File: src/rtl/mbus_timer_pkg.sv
// Shared definitions for the mbus timer: register offsets and CTRL/STAT bit positions.
package mbus_timer_pkg;

  typedef enum logic [3:0] {
    TMR_CNT  = 4'd0,
    TMR_RLD  = 4'd1,
    TMR_CTRL = 4'd2,
    TMR_STAT = 4'd3,
    TMR_PRE  = 4'd4,
    TMR_CMP  = 4'd5
  } tmr_reg_e;

  localparam int unsigned RUNIDX = 0;
  localparam int unsigned ARIDX  = 1;
  localparam int unsigned IEIDX  = 2;

  localparam int unsigned OVFIDX = 0;
  localparam int unsigned CMFIDX = 1;

  localparam int unsigned CTRL_BITS = 3;
  localparam int unsigned STAT_BITS = 2;

endpackage

File: src/rtl/mbus_timer_if.sv
// CPU memory-bus responder port: decoder select, address, write data/strobe, read data.
interface mbus_timer_if #(
  parameter int unsigned WIDTH = 32
);
  logic             cs;
  logic [3:0]       addr;
  logic [WIDTH-1:0] din;
  logic             wen;
  logic [WIDTH-1:0] dout;

  modport master (output cs, addr, din, wen, input dout);
  modport slave  (input cs, addr, din, wen, output dout);
endinterface

File: src/rtl/mbus_timer_presc.sv
// Prescaler: emits one tick every pre+1 enabled cycles; clr restarts the count.
module timer_presc #(
  parameter int unsigned PRE_WIDTH = 16
) (
  input  logic                 clk,
  input  logic                 reset,
  input  logic                 en,
  input  logic                 clr,
  input  logic [PRE_WIDTH-1:0] pre,
  output logic                 tick
);

  logic [PRE_WIDTH-1:0] pcnt;

  assign tick = en & (pcnt == pre);

  always_ff @(posedge clk) begin
    if (reset) begin
      pcnt <= '0;
    end else if (clr || tick) begin
      pcnt <= '0;
    end else if (en) begin
      pcnt <= pcnt + PRE_WIDTH'(1);
    end
  end

endmodule

File: src/rtl/mbus_timer.sv
// Memory-mapped down-counting timer with prescaler, auto-reload, compare match and irq.
module mbus_timer
  import mbus_timer_pkg::*;
#(
  parameter int unsigned WIDTH     = 32,
  parameter int unsigned PRE_WIDTH = 16
) (
  input  logic          clk,
  input  logic          reset,
  mbus_timer_if.slave   bus,
  output logic          irq
);

  logic [WIDTH-1:0]     cnt;
  logic [WIDTH-1:0]     rld;
  logic [WIDTH-1:0]     cmp;
  logic [PRE_WIDTH-1:0] pre;
  logic [CTRL_BITS-1:0] ctrl;
  logic [STAT_BITS-1:0] stat;

  logic we;
  logic wr_cnt, wr_rld, wr_ctrl, wr_stat, wr_pre, wr_cmp;
  logic tick;
  logic ovf_set, cmf_set;
  logic [STAT_BITS-1:0] stat_set, stat_clr;

  assign we      = bus.cs & bus.wen;
  assign wr_cnt  = we & (bus.addr == TMR_CNT);
  assign wr_rld  = we & (bus.addr == TMR_RLD);
  assign wr_ctrl = we & (bus.addr == TMR_CTRL);
  assign wr_stat = we & (bus.addr == TMR_STAT);
  assign wr_pre  = we & (bus.addr == TMR_PRE);
  assign wr_cmp  = we & (bus.addr == TMR_CMP);

  timer_presc #(
    .PRE_WIDTH(PRE_WIDTH)
  ) u_presc (
    .clk   (clk),
    .reset (reset),
    .en    (ctrl[RUNIDX]),
    .clr   (wr_ctrl | wr_pre),
    .pre   (pre),
    .tick  (tick)
  );

  // Both flags judge the pre-update count, so they still fire when a bus write to CNT wins.
  assign ovf_set = tick & (cnt == '0);
  assign cmf_set = tick & (cnt == cmp);

  always_comb begin
    stat_set         = '0;
    stat_set[OVFIDX] = ovf_set;
    stat_set[CMFIDX] = cmf_set;
  end

  assign stat_clr = wr_stat ? bus.din[STAT_BITS-1:0] : '0;

  always_ff @(posedge clk) begin
    if (reset) begin
      cnt  <= '0;
      rld  <= '0;
      cmp  <= '0;
      pre  <= '0;
      ctrl <= '0;
      stat <= '0;
      irq  <= 1'b0;
    end else begin
      if (wr_cnt) begin
        cnt <= bus.din;
      end else if (tick) begin
        if (cnt == '0) begin
          if (ctrl[ARIDX]) cnt <= rld;
        end else begin
          cnt <= cnt - WIDTH'(1);
        end
      end

      if (wr_rld) rld <= bus.din;
      if (wr_cmp) cmp <= bus.din;
      if (wr_pre) pre <= bus.din[PRE_WIDTH-1:0];

      // A CTRL write overrides the one-shot stop landing in the same cycle.
      if (wr_ctrl) begin
        ctrl <= bus.din[CTRL_BITS-1:0];
      end else if (ovf_set && !ctrl[ARIDX]) begin
        ctrl[RUNIDX] <= 1'b0;
      end

      stat <= (stat & ~stat_clr) | stat_set;
      irq  <= ctrl[IEIDX] & (stat[OVFIDX] | stat[CMFIDX]);
    end
  end

  always_comb begin
    bus.dout = '0;
    case (bus.addr)
      TMR_CNT:  bus.dout = cnt;
      TMR_RLD:  bus.dout = rld;
      TMR_CTRL: bus.dout[CTRL_BITS-1:0] = ctrl;
      TMR_STAT: bus.dout[STAT_BITS-1:0] = stat;
      TMR_PRE:  bus.dout[PRE_WIDTH-1:0] = pre;
      TMR_CMP:  bus.dout = cmp;
      default:  bus.dout = '0;
    endcase
  end

endmodule

File: src/flat_wrapper.sv
// flat-port wrapper written by rule: the top's interface ports become plain ports
module mbus_timer_flat import mbus_timer_pkg::*;
#(
  parameter int unsigned WIDTH     = 32,
  parameter int unsigned PRE_WIDTH = 16
)
  (clk, reset, irq, bus_cs, bus_addr, bus_din, bus_wen, bus_dout);
  mbus_timer_if #(.WIDTH(WIDTH)) bus_i ();
  input  logic clk;
  input  logic reset;
  output logic irq;
  input wire logic [$bits(bus_i.cs)-1:0] bus_cs;
  input wire logic [$bits(bus_i.addr)-1:0] bus_addr;
  input wire logic [$bits(bus_i.din)-1:0] bus_din;
  input wire logic [$bits(bus_i.wen)-1:0] bus_wen;
  output wire logic [$bits(bus_i.dout)-1:0] bus_dout;
  assign bus_i.cs = bus_cs;
  assign bus_i.addr = bus_addr;
  assign bus_i.din = bus_din;
  assign bus_i.wen = bus_wen;
  assign bus_dout = bus_i.dout;
  mbus_timer #(.WIDTH(WIDTH), .PRE_WIDTH(PRE_WIDTH)) u_core (.clk(clk), .reset(reset), .bus(bus_i), .irq(irq));
endmodule
File: config.mk
export PLATFORM = sky130hd
export DESIGN_NAME = mbus_timer_flat
export DESIGN_NICKNAME = d
export VERILOG_FILES = /design/src/rtl/mbus_timer_pkg.sv /design/src/rtl/mbus_timer_if.sv /design/src/rtl/mbus_timer_presc.sv /design/src/rtl/mbus_timer.sv /design/src/flat_wrapper.sv
export SDC_FILE = /design/constraint.sdc
export NUM_CORES = 1
export LEC_CHECK = 0
export ABC_CLOCK_PERIOD_IN_PS = 4890
export CAP_MARGIN = 20
export CORE_UTILIZATION = 45
export CTS_BUF_LIST = sky130_fd_sc_hd__clkbuf_16
export DETAILED_ROUTE_END_ITERATION = 12
export GPL_TIMING_DRIVEN = 0
export PLACE_DENSITY_LB_ADDON = 0.15
export SYNTH_ARGS = -nofsm -noshare
export SYNTH_HDL_FRONTEND = slang
export SYNTH_HIERARCHICAL = 1
export SYNTH_SLANG_ARGS = --single-unit
File: constraint.sdc
create_clock -name clk -period 4.89 [get_ports clk]
set_input_delay 0.978 -clock clk [delete_from_list [all_inputs] [get_ports clk]]
set_output_delay 0.978 -clock clk [all_outputs]
set_load 0.01 [all_outputs]
Word-level counts from Yosys, hierarchy flattened
Cells that the tools add are included.
{"block": "word_totals", "output_inout_bits": 33, "reg_bits": 134, "word_cells": 55}
{"block": "op_classes", "n_mux": 11, "eq_ne": 8, "add_sub_neg": 2, "bitwise": 16, "reduce_logical": 9}
{"operator": "32-bit two-way mux", "n": 4}
{"operator": "13-bit case mux with 4 select lines", "n": 1}
{"operator": "16-bit case mux with 3 select lines", "n": 1}
{"operator": "32-bit equality test", "n": 1}
{"operator": "32-bit logical NOT", "n": 1}
{"operator": "32-bit by 1-bit subtractor with 32-bit output (second input constant)", "n": 1}
{"operator": "16-bit by 1-bit adder with 16-bit output (second input constant)", "n": 1}
{"operator": "16-bit equality test", "n": 1}
{"operator": "2-bit case mux with 6 select lines", "n": 1}
{"operator": "1-bit bitwise AND", "n": 11}
{"operator": "4-bit by 2-bit equality test with 1-bit output (second input constant)", "n": 2}
{"operator": "4-bit by 3-bit equality test with 1-bit output (second input constant)", "n": 2}
{"operator": "1-bit case mux with 5 select lines", "n": 1}
{"operator": "4-bit by 1-bit equality test with 1-bit output (second input constant)", "n": 1}
{"operator": "4-bit logical NOT", "n": 1}
{"operator": "2-bit nonzero test", "n": 2}
{"operator": "3-bit by 1-bit != test with 1-bit output (second input constant)", "n": 1}
{"operator": "2-bit bitwise AND", "n": 1}
{"operator": "1-bit two-way mux", "n": 2}
{"operator": "2-bit two-way mux", "n": 1}
{"operator": "2-bit NOT", "n": 1}
{"operator": "1-bit bitwise OR", "n": 2}
{"operator": "2-bit bitwise OR", "n": 1}
{"operator": "2-bit AND reduction", "n": 1}
{"operator": "4 further kinds", "n": 4}

Logic depth before layout (Yosys ltp)
Gate-level depths: netlist of run 1.
{"block": "logic_depth", "ltp_word": 6, "depth_mapped": 14}

Modules after synthesis
The synthesis of run 1 kept the hierarchy.
{"mod": "mbus_timer", "cells_each": 892, "instances": 1, "area_per_inst_um2": 6531.3}
{"mod": "timer_presc", "cells_each": 106, "instances": 1, "area_per_inst_um2": 989.7}

Worst setup path before layout of run 1
OpenSTA, ideal clock, no wires.
{"block": "synth_path", "kind": "input port to output port", "startpoint": "in bus_addr[0]", "endpoint": "out bus_dout[10]", "slack_ps": 1785, "path_stages": 5, "t_required_ps": 3912, "t_arrival_ps": 2127, "path_buffers": 2, "cell_sequence": "clkbuf_1 nor3_1 clkbuf_1 a22oi_1 nand2_1"}
{"block": "synth_via", "elab_chain_cells": 2, "word_cells_on_any_way": 5, "cone_classes": "eq/ne: 3; mux: 1; reduce/logical: 1"}
{"item": "start, declared", "line": "flat_wrapper.sv:13", "text": "input wire logic [$bits(bus_i.addr)-1:0] bus_addr;"}
{"item": "4-bit by 3-bit equality test with 1-bit output, or another cell as far along", "line": "mbus_timer.sv:96", "text": "case (bus.addr)"}
{"item": "13-bit case mux with 4 select lines (*)", "line": "mbus_timer.sv:96"}
{"item": "end, declared", "line": "flat_wrapper.sv:16", "text": "output wire logic [$bits(bus_i.dout)-1:0] bus_dout;"}
Mark *: on every way between the ends. The rest lies on a longest branch, timed or not.

Final worst setup path of run 1
{"block": "layout_path", "startpoint": "in bus_addr[1]", "endpoint": "out bus_dout[5]"}
Same word-level chain as after synthesis.

==> results of run 1 <==
layer usage:
layer  up-vias  track usage  part of all wire  wire, um
met5         -            0                 0         0
met4         0        0.134             0.036      1020
met3        75       0.0671             0.099      2830
met2       469        0.496              0.44     12500
met1      3870        0.460              0.43     12300
li1       3742            -                 -         -
worst reg2reg max path, stage by stage, from the launching register on:
cell,delay [ns]
dfxtp_1,0.29
clkbuf_2,0.15
xnor2_1,0.25
nand4_1,0.14
nor4_1,0.26
and3_1,0.18
buf_4,0.16
buf_8,0.16
clkbuf_1,0.54
inv_1,0.37
nor2_1,0.60
nand2_1,0.24
buf_2,0.28
a211oi_1,0.23
a221o_1,0.14
power groups by stage:
stage | combinational, W | sequential [W] | clock [W]
floorplan | 0.000322 | 0.00113 | 0
global placement | 0.000496 | 0.00113 | 0
detailed placement | 0.000496 | 0.00114 | 0
CTS | 0.000499 | 0.00111 | 0.00146
global route | 0.000548 | 0.00111 | 0.00152
finish | 0.000517 | 0.00111 | 0.00146
synth_stat cells (all sizes together):
| cell type | count |
|---|---|
| o31ai | 1 |
| mux2i | 3 |
| a31oi | 11 |
| a21o | 5 |
| and3 | 13 |
| xnor2 | 68 |
| o221ai | 1 |
| o21ai | 28 |
| nand2b | 3 |
| a31o | 1 |
| nor3 | 25 |
| nand3b | 1 |
| a22o | 1 |
| nor4b | 2 |
| xor2 | 18 |
| o2bb2ai | 1 |
| or3b | 1 |
| o211a | 1 |
| a311oi | 1 |
| or4 | 9 |
| a211oi | 8 |
| a221oi | 2 |
| a211o | 2 |
| or3 | 8 |
| a222oi | 20 |
| a22oi | 31 |
| nand4 | 24 |
| nor4 | 42 |
| o211ai | 3 |
| a21oi | 109 |
| clkbuf | 77 |
| ha | 3 |
| a41oi | 3 |
| nand2 | 221 |
| or2 | 1 |
| a221o | 9 |
| inv | 29 |
| nand3 | 17 |
| and2 | 2 |
| buf | 13 |
| nor2 | 35 |
| and4 | 2 |
| nor3b | 4 |
| o22ai | 5 |
| dfxtp | 134 |
cell type report:
class                           count  share of cell area
Tap cell                          216              0.0294
Timing Repair Buffer               73              0.0789
Clock buffer                       17              0.0463
Clock inverter                     14              0.0252
Sequential cell                   134               0.292
Buffer                             90              0.0416
Inverter                           29              0.0118
Multi-Input combinational cell    745               0.475
path summary, 6_finish.rpt:
check | startpoint | endpoint | slack (ns)
setup / recovery | bus_addr[1] | bus_dout[5] | 0.13
hold / removal | u_core/ctrl[2] | u_core/irq | 0.47
setup reg to reg | u_core/u_presc/pcnt[10] | u_core/cnt[12] | 0.84
hold reg to reg | u_core/ctrl[2] | u_core/irq | 0.47
what timing repair did:
action	CTS	global route
setup buffers	0	0
setup endpoints to repair	2	13
gates resized for setup	2	5
cell usage in the layout (no fill, tap or decap), types with 9 or more instances in the layout:
cell	synthesis	final
nor3_1	25	23
clkbuf_1	75	73
a22oi_1	31	31
a21oi_1	106	106
a222oi_1	20	20
a31oi_1	11	11
nand3_1	17	17
inv_1	29	30
xor2_1	18	18
nand2_1	221	221
clkdlybuf4s50_1	0	72
dfxtp_1	134	134
xnor2_1	68	68
and3_1	13	13
nor4_1	33	32
a221o_1	9	9
nor4_2	9	10
nor2_1	35	35
nand4_1	24	24
clkbuf_16	0	17
o21ai_0	25	25
through the flow:
step                      hold slack [ns]  utilization  cell area, sq um
after floorplan                     0.437            -              7520
after CTS                           0.473        0.570              9190
after global routing                0.496        0.570              9190
after detailed placement            0.462        0.528              8520
after global placement              0.461        0.528              8510
final                               0.472        0.570              9190
flip-flops by register name, indices dropped and copies added (netlist names):
signal,flops
u_core/cmp,32
u_core/cnt,32
u_core/ctrl,3
u_core/irq,1
u_core/pre,16
u_core/rld,32
u_core/stat,2
u_core/u_presc/pcnt,16
kinds of logic (layout without fill, tap and decap cells):
group | after synthesis | after routing
XOR/XNOR | 86 | 86
adder cells (fa/ha/maj) | 3 | 3
AO/OA/AOI/OAI | 243 | 243
multiplexers | 3 | 3
buffers and inverters | 119 | 223
flip-flops | 134 | 134
AND/OR/NAND/NOR | 410 | 410
==> impl_metrics.yaml, run 1 <==
power_and_ir_drop:
  p_total_w: 0.00309
  pwr-share-clk: 0.473
  power.leakage_nw: 3.25
  peakVddDrop_uv: 240
  p_int_w: 0.00224
  p_per_area_nw_per_um2: 336
  p_seq_frac: 0.360
  switchingPower_w: 0.000852
  switching_share: 0.276
  comb_power_share: 0.168
timing:
  tightest_slew_ns: 1.22
  rsz0062_at_grt: "false"
  drv_slew: 0
  finalWorstSetupSlack_ns: 0.127
  slew_headroom: 0.178
  clock_skew_ns: 0.00955
  setup_viol: 0
  fin_crit_sh: 0.974
  min_period_ns: 4.76
  fmaxAchievable_mhz: 210
  fin_setup_tns_ns: 0
  hold_viol: 0
place:
  place_hpwl_um: 21100
  numPlacedInstances: 1287
  io_buffers: 72
  gp_congestion: 1.00
  post-place-ws_ns: -0.0795
die:
  start_util: 0.467
  die_h_um: 131
  core_sq_um: 16100
  chipWidth_um: 131
  ios: 73
  die_area_sq_um: 17200
  num_rows: 46
drt:
  wire_per_inst_um: 21.7
  drtPass1Iterations: 6
  routed_wl_um: 28600
  ant_nets: 0
  drc: 0
  drtIter0Drc: 1311
  viasPerCell: 6.19
  vias: 8156
setup_path:
  critPathSlowestCell: "nor4_2"
  crit_path_end_kind: "primary output"
  cp_top_family: "buffers and inverters"
  crit_chain: "clkdlybuf4s50_1, nor4_2, clkbuf_1, a22oi_1, nand2_1, clkdlybuf4s50_1"
  cp_max_fo: 10
  cp_data_required_time_ns: 3.91
  critPathLaunchType: "input pin"
  reg2regPathDepth: 14
  critPathKind: "input pin to primary output"
  max_stage_delay_ns: 0.71
  crit_top_cell: "clkdlybuf4s50_1"
  cp.depth: 6
  cp_num_buf_inv: 3
  arrival_ns: 3.78
yosys:
  yosysTopAreaCell: "dfxtp_1"
  synth_fp_nets: 1041
  synth_adder_area_share: 0.00499
  yosys-top-cells-area: "dfxtp_1 36%, nand2_1 11%, xnor2_1 7.9%, a21oi_1 7.1%, clkbuf_1 3.7%"
  synth-seq-cells: 134
  yosysWarningCount: 6
  synth.avg_cell_area_sq_um: 7.54
  synthXorXnorAreaFrac: 0.100
  ys_seq_area_frac: 0.357
  ys_types: 55
  yosys.area_share.simple: 0.261
  synth_top_family_by_area: "simple AND/OR/NAND/NOR gates"
  synthCells: 998
  synth_mux_area_frac: 0.00399
  synth_area_sq_um: 7520
  yosysTopAreaCellShare: 0.357
  synth_compound_area_frac: 0.208
clock_network:
  cts.path.max_buffers: 2
  clk_pin_slew_ns: 0.06
  cts_buffers: 17
  insertion_delay_ns: 0.43
  cts_root_buffer: "clkbuf_16"
  cts_sinks: 134
  tritoncts: "yes"
  htreeDepth: 4
  cts.hold.buffers_added: 0
finish:
  antenna_cells: 0
  area_delta_synth_final_pct: 22.2
  seq_area_sq_um: 2680
  drive_gt1_frac: 0.0590
  num-fill-cells: 1586
  stdcell_count: 1318
  multi_input_area_sq_um: 4370
  nets: 1133
job:
  drv_cap: 0
global_routing:
  grt_util_all_layers: 0.330
  first_global_vias: 7471
  grt_max_degree: 17
  overflow: 0
  antenna_found_initial: 0
  grt_pass1_wl_um: 43800
status:
  status: "completed"
hold_path:
  hp-class: "flop to flop"
  worstHoldPathCells: 1
No activity file was read; power rests on OpenSTA's default activity.
==> run 2, diff against run 1 <==
--- a/config.mk
+++ b/config.mk
@@ -5,6 +5,7 @@
 export SDC_FILE = /design/constraint.sdc
 export NUM_CORES = 1
 export LEC_CHECK = 0
+export ABC_AREA = 1
 export ABC_CLOCK_PERIOD_IN_PS = 4890
 export CAP_MARGIN = 20
 export CORE_UTILIZATION = 45
@@ -12,6 +13,7 @@
 export DETAILED_ROUTE_END_ITERATION = 12
 export GPL_TIMING_DRIVEN = 0
 export PLACE_DENSITY_LB_ADDON = 0.15
+export RECOVER_POWER = 25
 export SYNTH_ARGS = -nofsm -noshare
 export SYNTH_HDL_FRONTEND = slang
 export SYNTH_HIERARCHICAL = 1
==> impl_metrics.yaml, run 2 <==
timing:
  finalWorstSetupSlack_ns: 0.0883
  slew_headroom: 0.406
  min_period_ns: 4.80
  rsz0062_at_grt: "false"
  fmaxAchievable_mhz: 208
  clock_skew_ns: 0.0126
  setup_viol: 0
  fin_setup_tns_ns: 0
  drv_slew: 0
  tightest_slew_ns: 0.891
  fin_crit_sh: 0.982
  hold_viol: 0
drt:
  drtIter0Drc: 1153
  drc: 0
  viasPerCell: 5.85
  routed_wl_um: 34900
  ant_nets: 0
  vias: 9423
  wire_per_inst_um: 21.7
  drtPass1Iterations: 6
finish:
  final_core_util: 0.557
  nets: 1417
  layout_commonest_cell: "nand2_1"
  layout_common_cells: "305 x nand2_1, 161 x inv_1, 150 x a21oi_1"
  area_delta_synth_final_pct: 19.5
  largestRegisters: "u_core/cmp: 32 flops, u_core/cnt: 32 flops, u_core/rld: 32 flops"
  antenna_cells: 0
  drive_gt1_frac: 0.0627
  stdcell_count: 1612
power_and_ir_drop:
  switching_share: 0.283
  peakVddDrop_uv: 258
  p_total_w: 0.00273
  p_seq_frac: 0.407
  pwr-share-clk: 0.479
  p_per_area_nw_per_um2: 279
  switchingPower_w: 0.000772
  p_int_w: 0.00195
  power.leakage_nw: 4.07
  comb_power_share: 0.114
clock_network:
  cts.path.max_buffers: 2
  cts_sinks: 134
  htreeDepth: 4
  cts_root_buffer: "clkbuf_16"
  insertion_delay_ns: 0.44
  cts_buffers: 17
  tritoncts: "yes"
  clk_pin_slew_ns: 0.06
setup_path:
  critPathSlowestCell: "buf_1"
  crit_path_end_kind: "primary output"
  r2r_slack_ns: 2.01
  critPathLaunchType: "input pin"
  cp_data_required_time_ns: 3.91
  arrival_ns: 3.82
  cp_top_family: "buffers and inverters"
  max_stage_delay_ns: 0.69
  cp_max_fo: 10
  critPathKind: "input pin to primary output"
  crit_chain: "dlygate4sd3_1, nor3_1, clkbuf_2, buf_1, a221o_1, clkdlybuf4s50_1"
  cp_num_buf_inv: 4
yosys:
  synthXorXnorAreaFrac: 0.0343
  async_reset_ff_frac: 0
  ys_seq_area_frac: 0.328
  synth.avg_cell_area_sq_um: 6.37
  yosysWarningCount: 6
  ys_types: 40
  synth-edff-count: 0
  synth_area_sq_um: 8170
  synth_most_common_cell: "nand2_1"
  synth_mux_area_frac: 0
  synth_top_family_by_area: "simple AND/OR/NAND/NOR gates"
  synth_fp_nets: 1326
  ys_top_cells_by_count: "305 x nand2_1, 160 x inv_1, 150 x a21oi_1"
  yosysTopAreaCell: "dfxtp_1"
  yosys.area_share.simple: 0.297
  synth-seq-cells: 134
  synth_compound_area_frac: 0.221
  synth_flop_cell: "dfxtp_1"
  synthCells: 1283
  yosysTopAreaCellShare: 0.328
  synth_adder_area_share: 0.00459
  yosys-top-cells-area: "dfxtp_1 33%, nand2_1 14%, a21oi_1 9.2%, inv_1 7.4%, nor2_1 5.8%"
die:
  die_h_um: 137
  die_area_sq_um: 18700
  core_sq_um: 17500
  ios: 73
  start_util: 0.466
  num_rows: 48
  chipWidth_um: 137
place:
  io_buffers: 72
  place_hpwl_um: 26500
  gp_congestion: 1.02
  numPlacedInstances: 1580
  post-place-ws_ns: 0.0737
global_routing:
  first_global_vias: 8350
  grt_max_degree: 17
  grt_pass1_wl_um: 51300
  antenna_found_initial: 0
  grt_util_all_layers: 0.380
  overflow: 0
job:
  drv_cap: 0
hold_path:
  hp-class: "flop to flop"
status:
  status: "completed"
run 2: tightest hold or removal path: stages, from the launching register on:
cell	delay, ns
dfxtp_1	0.31
inv_1	0.06
a21oi_1	0.05
run 2: through the flow:
step | hold slack (ns) | instance area, sq um
CTS | 0.470 | 9750
floorplan | 0.439 | 8170
detailed placement | 0.461 | 9170
finish | 0.470 | 9760
global route | 0.493 | 9760
global placement | 0.457 | 9170
run 2: power by group through the flow:
stage	registers (W)	clock network, W	logic (W)
after floorplan	0.00113	0	0.000167
after global placement	0.00113	0	0.000296
after detailed placement	0.00113	0	0.000296
after CTS	0.00111	0.00132	0.000298
after global routing	0.00111	0.00136	0.000330
final	0.00111	0.00131	0.000310
run 2: area by class of cell:
cell class | instances | area [sq um]
Fill cell | 1789 | 7780
Multi-Input combinational cell | 919 | 4560
Sequential cell | 134 | 2680
Timing Repair Buffer | 72 | 721
Inverter | 169 | 634
Clock buffer | 17 | 425
Buffer | 61 | 300
Tap cell | 225 | 282
Clock inverter | 15 | 155
run 2: cell families (layout without fill, tap and decap cells):
group	after synthesis	count (layout)
compound gates	323	323
simple gates	561	561
xor+xnor	32	32
fa+ha+maj	3	3
buf+inv	230	334
flops	134	134
run 2: path summary, 6_finish.rpt:
kind / from / end / cells past startpoint
hold / removal: u_core/rld[29] / u_core/rld[29] / 2
hold reg to reg: u_core/rld[29] / u_core/rld[29] / 2
setup reg to reg: u_core/cnt[0] / u_core/cnt[8] / 9
setup / recovery: bus_addr[1] / bus_dout[7] / 6
run 2: what timing repair did:
item / in CTS / in global routing
gates resized for setup: 0 / 5
hold buffers: 0 / 0
setup endpoints to repair: 0 / 21
buffers inserted: 0 / 0
hold endpoints to repair: 0 / 0
run 2: layer usage:
layer	vias up	GRT usage	routed length (um)
met2	577	0.600	15800
met3	107	0.0737	3330
li1	4397	-	-
met4	0	0.181	1540
met1	4342	0.496	14300
met5	-	0	0
